[src/rtl/cpu_bus_arbiter.sv]
// Merges the CPU instruction and data buses onto one system memory bus.
// Fixed priority (data first) with a starvation guard for fetch, plus a transaction watchdog.
module cpu_bus_arbiter #(
    parameter int STARVE_LIMIT = 4,
    parameter int TIMEOUT      = 1024,
    parameter int TW           = 11
) (
    input  logic        i_clock,
    input  logic        i_reset,
    input  logic        i_ibus_request,
    output logic        o_ibus_ready,
    input  logic [31:0] i_ibus_address,
    output logic [31:0] o_ibus_rdata,
    input  logic        i_dbus_rw,
    input  logic        i_dbus_request,
    output logic        o_dbus_ready,
    input  logic [31:0] i_dbus_address,
    input  logic [31:0] i_dbus_wdata,
    output logic [31:0] o_dbus_rdata,
    output logic        o_bus_rw,
    output logic        o_bus_request,
    input  logic        i_bus_ready,
    output logic [31:0] o_bus_address,
    input  logic [31:0] i_bus_rdata,
    output logic [31:0] o_bus_wdata,
    output logic        o_timeout,
    output logic [1:0]  o_state
);

    // Every port follows the core's handshake: a request is held stable until its
    // ready pulses for exactly one cycle; the slave's ready is likewise a one-cycle pulse.

    typedef enum logic [1:0] {IDLE = 2'd0, BUSY_I = 2'd1, BUSY_D = 2'd2, RESP = 2'd3} state_t;

    localparam int SW = $clog2(STARVE_LIMIT + 1);
    localparam logic [SW-1:0] STARVE_MAX = SW'(STARVE_LIMIT);
    localparam bit            WD_EN      = (TIMEOUT != 0);
    localparam logic [TW-1:0] T_LAST     = TW'((TIMEOUT > 0) ? TIMEOUT - 1 : 0);

    state_t         state;
    logic [SW-1:0]  starve_cnt;
    logic [TW-1:0]  tcnt;

    logic           pick_i;
    logic           expired;
    logic           done;
    logic [31:0]    resp_data;
    logic [SW-1:0]  starve_inc;

    assign o_state = state;

    always_comb begin
        pick_i     = i_ibus_request && (!i_dbus_request || (starve_cnt == STARVE_MAX));
        // tcnt holds the number of BUSY cycles already elapsed, so the last allowed
        // cycle is the one where it equals TIMEOUT-1.
        expired    = WD_EN && (tcnt == T_LAST);
        done       = i_bus_ready || expired;
        resp_data  = i_bus_ready ? i_bus_rdata : 32'hFFFF_FFFF;
        starve_inc = (starve_cnt == STARVE_MAX) ? starve_cnt : starve_cnt + SW'(1);
    end

    always_ff @(posedge i_clock or negedge i_reset) begin
        if (!i_reset) begin
            state         <= IDLE;
            starve_cnt    <= '0;
            tcnt          <= '0;
            o_ibus_ready  <= 1'b0;
            o_ibus_rdata  <= '0;
            o_dbus_ready  <= 1'b0;
            o_dbus_rdata  <= '0;
            o_bus_rw      <= 1'b0;
            o_bus_request <= 1'b0;
            o_bus_address <= '0;
            o_bus_wdata   <= '0;
            o_timeout     <= 1'b0;
        end else begin
            case (state)
                IDLE: begin
                    o_ibus_ready <= 1'b0;
                    o_dbus_ready <= 1'b0;
                    tcnt         <= '0;
                    if (pick_i) begin
                        o_bus_address <= i_ibus_address;
                        o_bus_rw      <= 1'b0;
                        o_bus_wdata   <= '0;
                        o_bus_request <= 1'b1;
                        starve_cnt    <= '0;
                        state         <= BUSY_I;
                    end else if (i_dbus_request) begin
                        o_bus_address <= i_dbus_address;
                        o_bus_rw      <= i_dbus_rw;
                        o_bus_wdata   <= i_dbus_wdata;
                        o_bus_request <= 1'b1;
                        starve_cnt    <= i_ibus_request ? starve_inc : '0;
                        state         <= BUSY_D;
                    end
                end
                BUSY_I, BUSY_D: begin
                    if (done) begin
                        if (state == BUSY_I) begin
                            o_ibus_rdata <= resp_data;
                            o_ibus_ready <= 1'b1;
                        end else begin
                            o_dbus_rdata <= resp_data;
                            o_dbus_ready <= 1'b1;
                        end
                        // A real completion in the expiry cycle takes precedence.
                        if (!i_bus_ready) o_timeout <= 1'b1;
                        o_bus_request <= 1'b0;
                        tcnt          <= '0;
                        state         <= RESP;
                    end else begin
                        tcnt <= tcnt + TW'(1);
                    end
                end
                RESP: begin
                    o_ibus_ready <= 1'b0;
                    o_dbus_ready <= 1'b0;
                    tcnt         <= '0;
                    state        <= IDLE;
                end
                default: state <= IDLE;
            endcase
        end
    end

endmodule

[config.mk]
export PLATFORM = sky130hd
export DESIGN_NAME = cpu_bus_arbiter
export DESIGN_NICKNAME = d
export VERILOG_FILES = /design/src/rtl/cpu_bus_arbiter.sv
export SDC_FILE = /design/constraint.sdc
export NUM_CORES = 1
export LEC_CHECK = 0
export BUFFER_PORTS_ARGS = -buffer_cell sky130_fd_sc_hd__buf_2
export CELL_PAD_IN_SITES_DETAIL_PLACEMENT = 1
export CELL_PAD_IN_SITES_GLOBAL_PLACEMENT = 1
export CORE_MARGIN = 2
export CORE_UTILIZATION = 30
export DETAILED_ROUTE_END_ITERATION = 16
export GPL_TIMING_DRIVEN = 0
export PLACE_DENSITY = 0.7
export SYNTH_ARGS = -nofsm -noshare
export SYNTH_HDL_FRONTEND = slang
export SYNTH_SLANG_ARGS = --single-unit
export TNS_END_PERCENT = 5
[constraint.sdc]
create_clock -name i_clock -period 1.87 [get_ports i_clock]
set_input_delay 0.187 -clock i_clock [delete_from_list [all_inputs] [get_ports i_clock]]
set_output_delay 0.187 -clock i_clock [all_outputs]
set_load 0.005 [all_outputs]
==> summary.txt, run 1 <==
Slew @ Worst Pin = 0.689 ns
Leakage Power = 4.48 nW
P_int = 0.00998 W
Crit path max fanout = 10
Gate power share = 39.3%
CTS root buf = clkbuf_16
GRT Total Usage = 18.6%
Die W = 149 um
Setup ws final = 0.0697 ns
FFs w/ async S/R, synth = 100%
Starting DRT DRC Count = 136
DR DRC count = 0
Seq/Total Area, Yosys = 59.5%
CP Capture Type = flip-flop
Met2 routed WL = 9.70 mm
Final Hold Fails = 0
TritonCTS clock tree = yes
Clock share of power = 25.1%
Area growth syn-to-layout = 48.1%
Slew Limit Fails = 0
Pre-CTS setup slack = -0.588 ns
Outcome = completed
Post-synth top area cell = dfrtp_1
Share of layout cells above drive strength 1 = 40.4%
Vias in the first global route = 5882
Post-layout minimum cycle time = 1.80 ns
DRT antenna net count = 0
Max_cap viols = 0
Critical Path End = o_dbus_rdata[24]$_DFFE_PN0P_
Mapped Area = 0.00627 mm2
Layout Nets = 1039
Die Height = 149 um
Rel. slew slack = 54.1%
Power Total = 0.0154 W
VDD IR max = 0.000634 V
Sw frac = 35.0%
Largest net degree at the start of global routing = 80
Via-per-instance ratio = 4.70
Worst hold path class = in -> reg
Worst r2r src = o_state[1]$_DFFE_PN0P_
Cts bufs inserted = 17
CP arrival = 2.08 ns
Worst r2r path cells = 6
Syn_nets = 707
Max Used Layer = met4
Syn Area/Cell = 11.1 um2
Top FF cell, synth = dfrtp_1
Clk buf depth = 2
Cell count after synthesis = 566
Final Wtd Congestion = 0.753
Area share of the largest cell type after synthesis = 59.5%
Cell Rows = 52
NetSw = 0.00538 W
IO Pins = 269
Met3 WL = 1.51 mm
Grt ovf = 0
Fin util = 45.6%
CTS Sinks = 149
WL/cell = 17.1 um
Clock latency on the worst-skew pair = 0.43 ns
RSZ-0062 raised after global routing = true
First-pass GRT wire length = 32.0 mm
Count leader, synth = dfrtp_1
Met1 Wirelength = 8.69 mm
Setup crit start kind = flip-flop
Flop2flop setup slack = 0.07 ns
Final setup violation count = 0
Unique masters post-synth = 34
R2R Path End = o_dbus_rdata[24]$_DFFE_PN0P_
Req. time, crit path = 2.15 ns
I/O Buffers = 268
CTS H-tree lvls = 4
DRT Pass-1 Iters = 4
Clk slew on worst S/H paths = 0.07 ns
Initial antenna violation count = 0
Pwr/cell area = 1650 mW/mm2
Post-Route WL = 20.2 mm
Post-synth top cells = dfrtp_1 (149), nand2_1 (105), a2bb2oi_1 (64), o21ai_0 (62), nor2b_1 (38)
Reg power frac = 35.6%
N_diodes = 0
Setup crit start = o_state[1]$_DFFE_PN0P_
Via count of the routed design = 5556
Area contributors post-synth = dfrtp_1 (59%), a2bb2oi_1 (8.9%), nand2_1 (6.3%), mux2i_1 (5.6%), o21ai_0 (5.0%)
Initial cell density of the core = 30.8%
Yosys reg bits = 149
Clk_skew = 0.0148 ns
Die Footprint = 0.0221 mm2
Fmax = 555 MHz
Period utilization = 96.3%
Critical path class = reg -> reg
Ys Warns = 0
Core Footprint = 0.0204 mm2
Post-synth EDFFs = 0
Hpwl dp = 14.3 mm
[sequential cells by signal, summed over array words and instances, names as in the netlist]
signal         flops
o_bus_address     32
o_bus_request      1
o_bus_rw           1
o_bus_wdata       32
o_dbus_rdata      32
o_dbus_ready       1
o_ibus_rdata      32
o_ibus_ready       1
o_state            2
o_timeout          1
starve_cnt         3
tcnt              11
[metal layers]
layer / global-route usage (%) / up-vias
met3: 5.64 / 21
met5: 0 / -
li1: - / 2626
met1: 23.3 / 2697
met4: 6.19 / 0
met2: 30.8 / 212
[worst min path at each step]
stage	slack [ns]	cells past startpoint	from	to
global placement	0.43	3	i_dbus_wdata[0]	o_bus_wdata[0]$_DFFE_PN0P_
floorplan	-0.11	0	i_reset	o_bus_address[0]$_DFFE_PN0P_
detailed placement	0.26	1	i_reset	o_ibus_rdata[28]$_DFFE_PN0P_
finish	0.01	3	i_dbus_wdata[0]	o_bus_wdata[0]$_DFFE_PN0P_
global route	0.02	3	i_dbus_wdata[0]	o_bus_wdata[0]$_DFFE_PN0P_
CTS	0.005	3	i_dbus_wdata[21]	o_bus_wdata[21]$_DFFE_PN0P_
[stage by stage]
step	hold WS [ns]	setup TNS, ns	instances	cell area [um2]
after floorplan	-0.109	0	566	6270
after global placement	0.431	-294.90	1104	7950
after detailed placement	0.257	-47.32	1105	7980
after CTS	0.00529	0	1174	9110
after global routing	0.0241	-0.869	1181	9280
final	0.0137	0	1181	9280
[layout make-up]
type | instances | area (um2)
fillers | 2338 | 11100
flip-flops and latches | 149 | 3730
multi-input cells | 369 | 2450
repair buffers | 315 | 1800
clock buffers | 17 | 425
well taps | 270 | 338
plain buffers | 39 | 280
clock inverters | 15 | 233
inverters | 7 | 26.3
[layout by cell type, fill, tap and decap left out, drive strengths merged, types with 3 or more instances in the layout]
master and instances:
nand3 4, buf 297, and4 3, nor2 16, dfrtp 149, mux2i 35, nor2b 38, bufinv 4
clkbuf 43, a2bb2oi 64, nand2 106, xnor2 3, dlygate4sd3 31, nand4 4, ha 7, a21oi 3
xor2 5, inv 16, o21ai 68
[critical path, stage by stage (launching register included)]
cell	delay, ns
dfrtp_1	0.41
inv_2	0.08
ha_4	0.30
nor2b_2	0.16
buf_6	0.13
clkbuf_1	0.45
a2bb2oi_1	0.13
[logic make-up (layout without fill, tap and decap cells)]
| family | Yosys count | in the layout | share of synthesized area (%) |
|---|---|---|---|
| AO/OA/AOI/OAI | 143 | 143 | 15.9 |
| XOR/XNOR | 8 | 8 | 1.12 |
| adder cells (fa/ha/maj) | 7 | 7 | 1.40 |
| buffers and inverters | 48 | 393 | 3.25 |
| flip-flops | 149 | 149 | 59.5 |
| multiplexers | 37 | 37 | 6.01 |
| AND/OR/NAND/NOR | 174 | 174 | 12.8 |
[power groups by stage]
stage	clock, W	combinational [W]	sequential [W]
detailed placement	0	0.00548	0.00549
finish	0.00385	0.00604	0.00547
global route	0.00408	0.00672	0.00565
CTS	0.00396	0.00583	0.00546
floorplan	0	0.00273	0.00554
global placement	0	0.00534	0.00547
[what timing repair did]
item / CTS / global route
endpoints found under the hold margin: 100 / 0
setup buffers: 7 / 8
setup endpoints to repair: 142 / 122
hold buffers: 31 / 0
resized for setup: 40 / 33
pin swaps: 3 / 2
No activity file was read; power rests on OpenSTA's default activity.
==> run 2: changes to the inputs <==
- CTS_BUF_LIST: default -> sky130_fd_sc_hd__clkbuf_16
- PLACE_DENSITY: 0.7 -> 0.71
- clock period: 1.87 -> 2.15 ns (I/O delays scaled with it)
==> run 2 against run 1 <==
Net effect: core utilization shrank 3.2 points; register-to-register slack gained 0.04 ns; non-clock buffer count shrank 43; cell count shrank 3.6%; first-iteration DRC count grew 5.1%; sequential power shrank 14%; worst setup slack gained 0.039 ns; critical path type unchanged; clock power shrank 23%.
==> summary.txt, run 2 (synthesis results as in run 1) <==
Outcome = completed
Die Height = 149 um (unchanged)
TritonCTS clock tree = yes
Slew Limit Fails = 0 (unchanged)
Setup Buffers After CTS = 0 (-7)
Most frequent cells in the layout = buf_2 (274), dfrtp_1 (149), nand2_1 (105)
Starting DRT DRC Count = 143 (+5.1%)
Die W = 149 um (unchanged)
Clock share of power = 24.0% (-1.1 points)
Initial antenna violation count = 0 (unchanged)
CTS root buf = clkbuf_16
I/O Buffers = 268 (unchanged)
Pwr/cell area = 1440 mW/mm2 (-13%)
Clk slew on worst S/H paths = 0.07 ns (about the same)
CTS H-tree lvls = 4 (unchanged)
Worst hold path class = in -> reg
Power Total = 0.0124 W (-19%)
Fmax = 490 MHz (-12%)
Leakage Power = 4.21 nW (-6.0%)
Cts bufs inserted = 17 (unchanged)
Post-route insts no fill = 1138 (-3.6%)
Setup crit start kind = flip-flop
Post-Route WL = 19.3 mm (-4.7%)
Critical path class = reg -> reg
VDD IR max = 0.000492 V (-22%)
DRT Pass-1 Iters = 4 (unchanged)
First-pass GRT wire length = 30.5 mm (-4.6%)
Fin util = 42.4% (-3.2 points)
Peak per-stage delay on the critical path = 0.40 ns (-0.05 ns)
RSZ-0062 raised after global routing = true
DRT antenna net count = 0 (unchanged)
Storage cell area = 0.00373 mm2 (unchanged)
Gate power share = 38.0% (-1.3 points)
Fillers = 2406 (+2.9%)
Hold WS = 0.0239 ns (+0.0102 ns)
Cell Rows = 52 (unchanged)
Share of layout cells above drive strength 1 = 38.7% (-1.7 points)
Via count of the routed design = 5336 (-4.0%)
Req. time, crit path = 2.47 ns (+0.32 ns)
Initial cell density of the core = 30.8% (unchanged)
Clk buf depth = 2 (unchanged)
Layout Nets = 996 (-4.1%)
Cell-by-cell trace of the critical path = inv_1, ha_4, buf_2, o21ai_2, clkbuf_2, clkbuf_1, nand2_1, o21ai_0
Max_cap viols = 0 (unchanged)
DR DRC count = 0 (unchanged)
Clk_skew = 0.00942 ns (-0.00541 ns)
Most common library cell in the layout ignoring fill and taps = buf_2
CTS Sinks = 149 (unchanged)
DP Cell Count = 1105 (unchanged)
Sw frac = 36.1% (+1.1 points)
GRT Total Usage = 17.8% (-0.82 points)
Period utilization = 94.9% (-1.3 points)
Area growth syn-to-layout = 37.8%
NetSw = 0.00449 W (-16%)
IO Pins = 269 (unchanged)
Rel. slew slack = 54.1% (about the same)
Setup TNS = 0 ns (unchanged)
Crit-path slowest cell = clkbuf_1
Slew @ Worst Pin = 0.687 ns (-0.00188 ns)
Crit path max fanout = 10 (unchanged)
Core Footprint = 0.0204 mm2 (unchanged)
CP arrival = 2.36 ns (+0.28 ns)
Clock latency on the worst-skew pair = 0.42 ns (about the same)
WL/cell = 16.9 um (-1.1%)
Via-per-instance ratio = 4.69 (-0.33%)
Final Hold Fails = 0 (unchanged)
Grt ovf = 0 (unchanged)
Largest net degree at the start of global routing = 83 (+3.8%)
Final setup violation count = 0 (unchanged)
Vias in the first global route = 5562 (-5.4%)
Hpwl dp = 14.5 mm (+0.87%)
CP Capture Type = flip-flop
Final Wtd Congestion = 0.750 (-0.37%)
Post-layout minimum cycle time = 2.04 ns (+0.241 ns)
Die Footprint = 0.0221 mm2 (unchanged)
Reg power frac = 38.0% (+2.4 points)
Multi-input logic area = 0.00237 mm2 (-3.2%)
N_diodes = 0 (unchanged)
P_int = 0.00796 W (-20%)
-- run 2: cell types whose count changed in the layout (fill, tap and decap cells not counted), sizes merged --
cell,delta
clkinv,+4
inv,-2
bufinv,-3
buf,-16
clkinvlp,+1
dlygate4sd3,-30
clkbuf,+3
-- run 2: final timing paths --
path | start | to | slack [ns] | depth (start not counted)
worst max-delay path | o_state[1]$_DFFE_PN0P_ | o_bus_address[13]$_DFFE_PN0P_ | 0.11 | 8
max in group asynchronous | i_reset | o_bus_address[4]$_DFFE_PN0P_ | 0.91 | 3
worst min-delay path | i_dbus_wdata[19] | o_bus_wdata[19]$_DFFE_PN0P_ | 0.02 | 3
worst min register to register | o_bus_wdata[23]$_DFFE_PN0P_ | o_bus_wdata[23]$_DFFE_PN0P_ | 0.47 | 2
worst max register to register | o_state[1]$_DFFE_PN0P_ | o_bus_address[13]$_DFFE_PN0P_ | 0.11 | 8
min in group asynchronous | i_reset | o_dbus_rdata[29]$_DFFE_PN0P_ | 0.38 | 2
-- run 2: layout make-up --
cell class	count	share of cell area, %
sequential	149	43.2
multi-input combinational	369	27.5
timing repair buffer	270	16.0
clock buffer	17	4.92
tap	270	3.91
buffer	41	2.30
clock inverter	15	1.90
inverter	7	0.304
-- run 2: what timing repair did --
action | in CTS | in global routing
endpoints found under the setup margin | 105 | 116
hold buffers | 1 | 0
resized for setup | 9 | 12
hold endpoints to repair | 67 | 0
pin swaps | 0 | 0
-- run 2: worst max-delay path, delay by kind of cell (launching register included) --
kind	cells	cell delay, ns
compound gates	2	0.28
fa+ha+maj	1	0.17
buf+inv	4	1.01
flops	1	0.39
simple gates	1	0.09
-- run 2: metrics by stage --
step / setup slack [ns] / cell area [um2]
floorplan: 0.311 / 6270
global placement: -1.45 / 7950
detailed placement: -0.338 / 7980
CTS: -0.0338 / 8600
global route: -0.138 / 8640
finish: 0.109 / 8640
-- run 2: power by group through the flow --
stage	logic (W)	registers, W	clock network (W)
floorplan	0.00237	0.00482	0
detailed placement	0.00475	0.00476	0
global placement	0.00463	0.00473	0
global route	0.00533	0.00489	0.00321
CTS	0.00477	0.00474	0.00307
finish	0.00473	0.00473	0.00298
-- run 2: routing by layer --
layer	GRT usage, %	vias up	share of wire (%)
li1	-	2544	-
met1	23.5	2570	45
met2	28.0	200	46
met3	5.21	22	7.6
met4	6.00	0	1.6
met5	0	-	0
==> run 3: changes to the inputs <==
- BUFFER_PORTS_ARGS: -buffer_cell sky130_fd_sc_hd__buf_2 -> -buffer_cell sky130_fd_sc_hd__buf_4
==> run 3 against run 2 <==
Net effect: design area rose by 7.5%; critical path depth did not move; die area unchanged; combinational power rose by 15%; sequential power is 1% higher; critical path type unchanged; largest cell class unchanged; largest power group is now combinational cells.
==> summary.txt, run 3 (synthesis results as in run 1) <==
Outcome = completed
Placed Area = 0.00865 mm2 (+8.4%)
DRT Pass-1 Iters = 4 (unchanged)
Hold WS = 0.0331 ns (+0.00921 ns)
Critical path class = reg -> reg
Grt ovf = 0 (unchanged)
CTS root buf = clkbuf_16
Most common library cell in the layout ignoring fill and taps = buf_4
Clk buf depth = 2 (unchanged)
DR DRC count = 0 (unchanged)
IO Pins = 269 (unchanged)
Post-Route WL = 19.8 mm (+3.0%)
CTS Sinks = 149 (unchanged)
Setup Buffers After CTS = 0 (unchanged)
Worst path bufs/invs = 4 (unchanged)
Req. time, crit path = 2.49 ns (+0.02 ns)
Clk_skew = 0.0136 ns (+0.00414 ns)
I/O Buffers = 268 (unchanged)
Vias in the first global route = 5610 (+0.86%)
Peak per-stage delay on the critical path = 0.41 ns (about the same)
Worst hold path class = in -> reg
Period utilization = 94.9% (about the same)
Largest net degree at the start of global routing = 85 (+2.4%)
Most frequent cells in the layout = buf_4 (273), dfrtp_1 (149), nand2_1 (105)
Slew @ Worst Pin = 0.806 ns (+0.119 ns)
First-pass GRT wire length = 31.3 mm (+2.5%)
RSZ-0062 raised after global routing = true
Max_cap viols = 0 (unchanged)
CP Capture Type = flip-flop
Die Footprint = 0.0221 mm2 (unchanged)
TritonCTS clock tree = yes
Crit path max fanout = 10 (unchanged)
Clock latency on the worst-skew pair = 0.43 ns (about the same)
CP arrival = 2.38 ns (+0.02 ns)
Final setup violation count = 0 (unchanged)
Via-per-instance ratio = 4.70 (+0.22%)
Rel. slew slack = 46.3% (-7.8 points)
Leakage Power = 4.41 nW (+4.8%)
Initial cell density of the core = 30.8% (unchanged)
Core Footprint = 0.0204 mm2 (unchanged)
Cts bufs inserted = 17 (unchanged)
Die W = 149 um (unchanged)
Fmax = 490 MHz (about the same)
Die Height = 149 um (unchanged)
Via count of the routed design = 5348 (+0.22%)
N_diodes = 0 (unchanged)
Clk slew on worst S/H paths = 0.07 ns (about the same)
Hpwl dp = 14.8 mm (+2.3%)
Post-route cell area = 0.00929 mm2 (+7.5%)
Pwr/cell area = 1410 mW/mm2 (-1.8%)
DRT antenna net count = 0 (unchanged)
Share of layout cells above drive strength 1 = 38.4% (-0.35 points)
Crit-path slowest cell = clkbuf_1
Setup crit start kind = flip-flop
Layout Nets = 996 (unchanged)
WL/cell = 17.4 um (+3.0%)
CTS H-tree lvls = 4 (unchanged)
Area growth syn-to-layout = 48.2%
Cell-by-cell trace of the critical path = inv_1, ha_4, buf_2, o21ai_2, clkbuf_2, clkbuf_1, nand2_1, o21ai_0
Slew Limit Fails = 0 (unchanged)
Cell Rows = 52 (unchanged)
Initial antenna violation count = 0 (unchanged)
GRT Total Usage = 18.2% (+0.40 points)
Worst path top cell family by delay = buffers and inverters
Starting DRT DRC Count = 175 (+22%)
Post-layout minimum cycle time = 2.04 ns (-0.00102 ns)
Final Wtd Congestion = 0.749 (-0.19%)
VDD IR max = 0.000639 V (+30%)
Final Hold Fails = 0 (unchanged)
[run 3: cell types whose count changed in the layout (fill, tap and decap cells not counted), moves of 2 or more]
cell        before  now
clkinv_8         2    0
a2bb2oi_1       62   64
buf_2          274    5
a2bb2oi_2        2    0
clkinvlp_4       2    4
buf_4            5  273
[run 3: final timing paths]
path / startpoint / to / slack (ns) / depth (start not counted)
max in group asynchronous: i_reset / o_bus_address[3]$_DFFE_PN0P_ / 0.91 / 3
min in group asynchronous: i_reset / o_ibus_rdata[29]$_DFFE_PN0P_ / 0.43 / 2
worst min-delay path: i_dbus_wdata[21] / o_bus_wdata[21]$_DFFE_PN0P_ / 0.03 / 3
worst max-delay path: o_state[1]$_DFFE_PN0P_ / o_bus_address[11]$_DFFE_PN0P_ / 0.11 / 8
worst max register to register: o_state[1]$_DFFE_PN0P_ / o_bus_address[11]$_DFFE_PN0P_ / 0.11 / 8
worst min register to register: o_timeout$_DFFE_PN0P_ / o_timeout$_DFFE_PN0P_ / 0.46 / 1
[run 3: repair_timing]
action                                  in CTS  in global routing
endpoints found under the hold margin       83                  0
pin swaps                                    0                  1
hold buffers                                 1                  0
endpoints found under the setup margin     109                115
gates resized for setup                      9                 14
gates cloned                                 0                  0
[run 3: routing by layer]
| layer | GRT usage [%] | part of all wire, % | vias to the layer above |
|---|---|---|---|
| li1 | - | - | 2539 |
| met4 | 5.29 | 1.3 | 0 |
| met5 | 0 | 0 | - |
| met1 | 23.6 | 44 | 2576 |
| met3 | 6.69 | 8.9 | 18 |
| met2 | 28.6 | 46 | 215 |
[run 3: tightest hold or removal path, stage by stage]
cell	delay, ns
buf_4	0.11
nand2_1	0.04
o21ai_0	0.06
[run 3: cell type report]
type                            instances  area (um2)
Fill cell                            2282       11100
Sequential cell                       149        3730
Multi-Input combinational cell        369        2370
Timing Repair Buffer                  270        2050
Clock buffer                           17         425
Tap cell                              270         338
Buffer                                 41         204
Clock inverter                         15         144
Inverter                                7        26.3
[run 3: power breakdown]
| group | switching [W] | leakage, nW | internal, W | total, W |
|---|---|---|---|---|
| clock network | 0.00129 | 0.269 | 0.00162 | 0.00291 |
| logic | 0.00252 | 2.35 | 0.00292 | 0.00544 |
| registers | 0.000735 | 1.80 | 0.00406 | 0.00479 |
[run 3: per-stage QoR]
step	worst slack (ns)	instances	total power (W)	util, %	setup TNS, ns
after floorplan	0.311	566	0.00719	-	0
after global placement	-0.244	1104	0.0101	42.3	-6.36
after detailed placement	-0.307	1105	0.0103	42.5	-10.30
after CTS	-0.0235	1138	0.0133	45.4	-0.0240
after global routing	-0.0765	1138	0.0140	45.6	-0.949
final	0.110	1138	0.0131	45.6	0
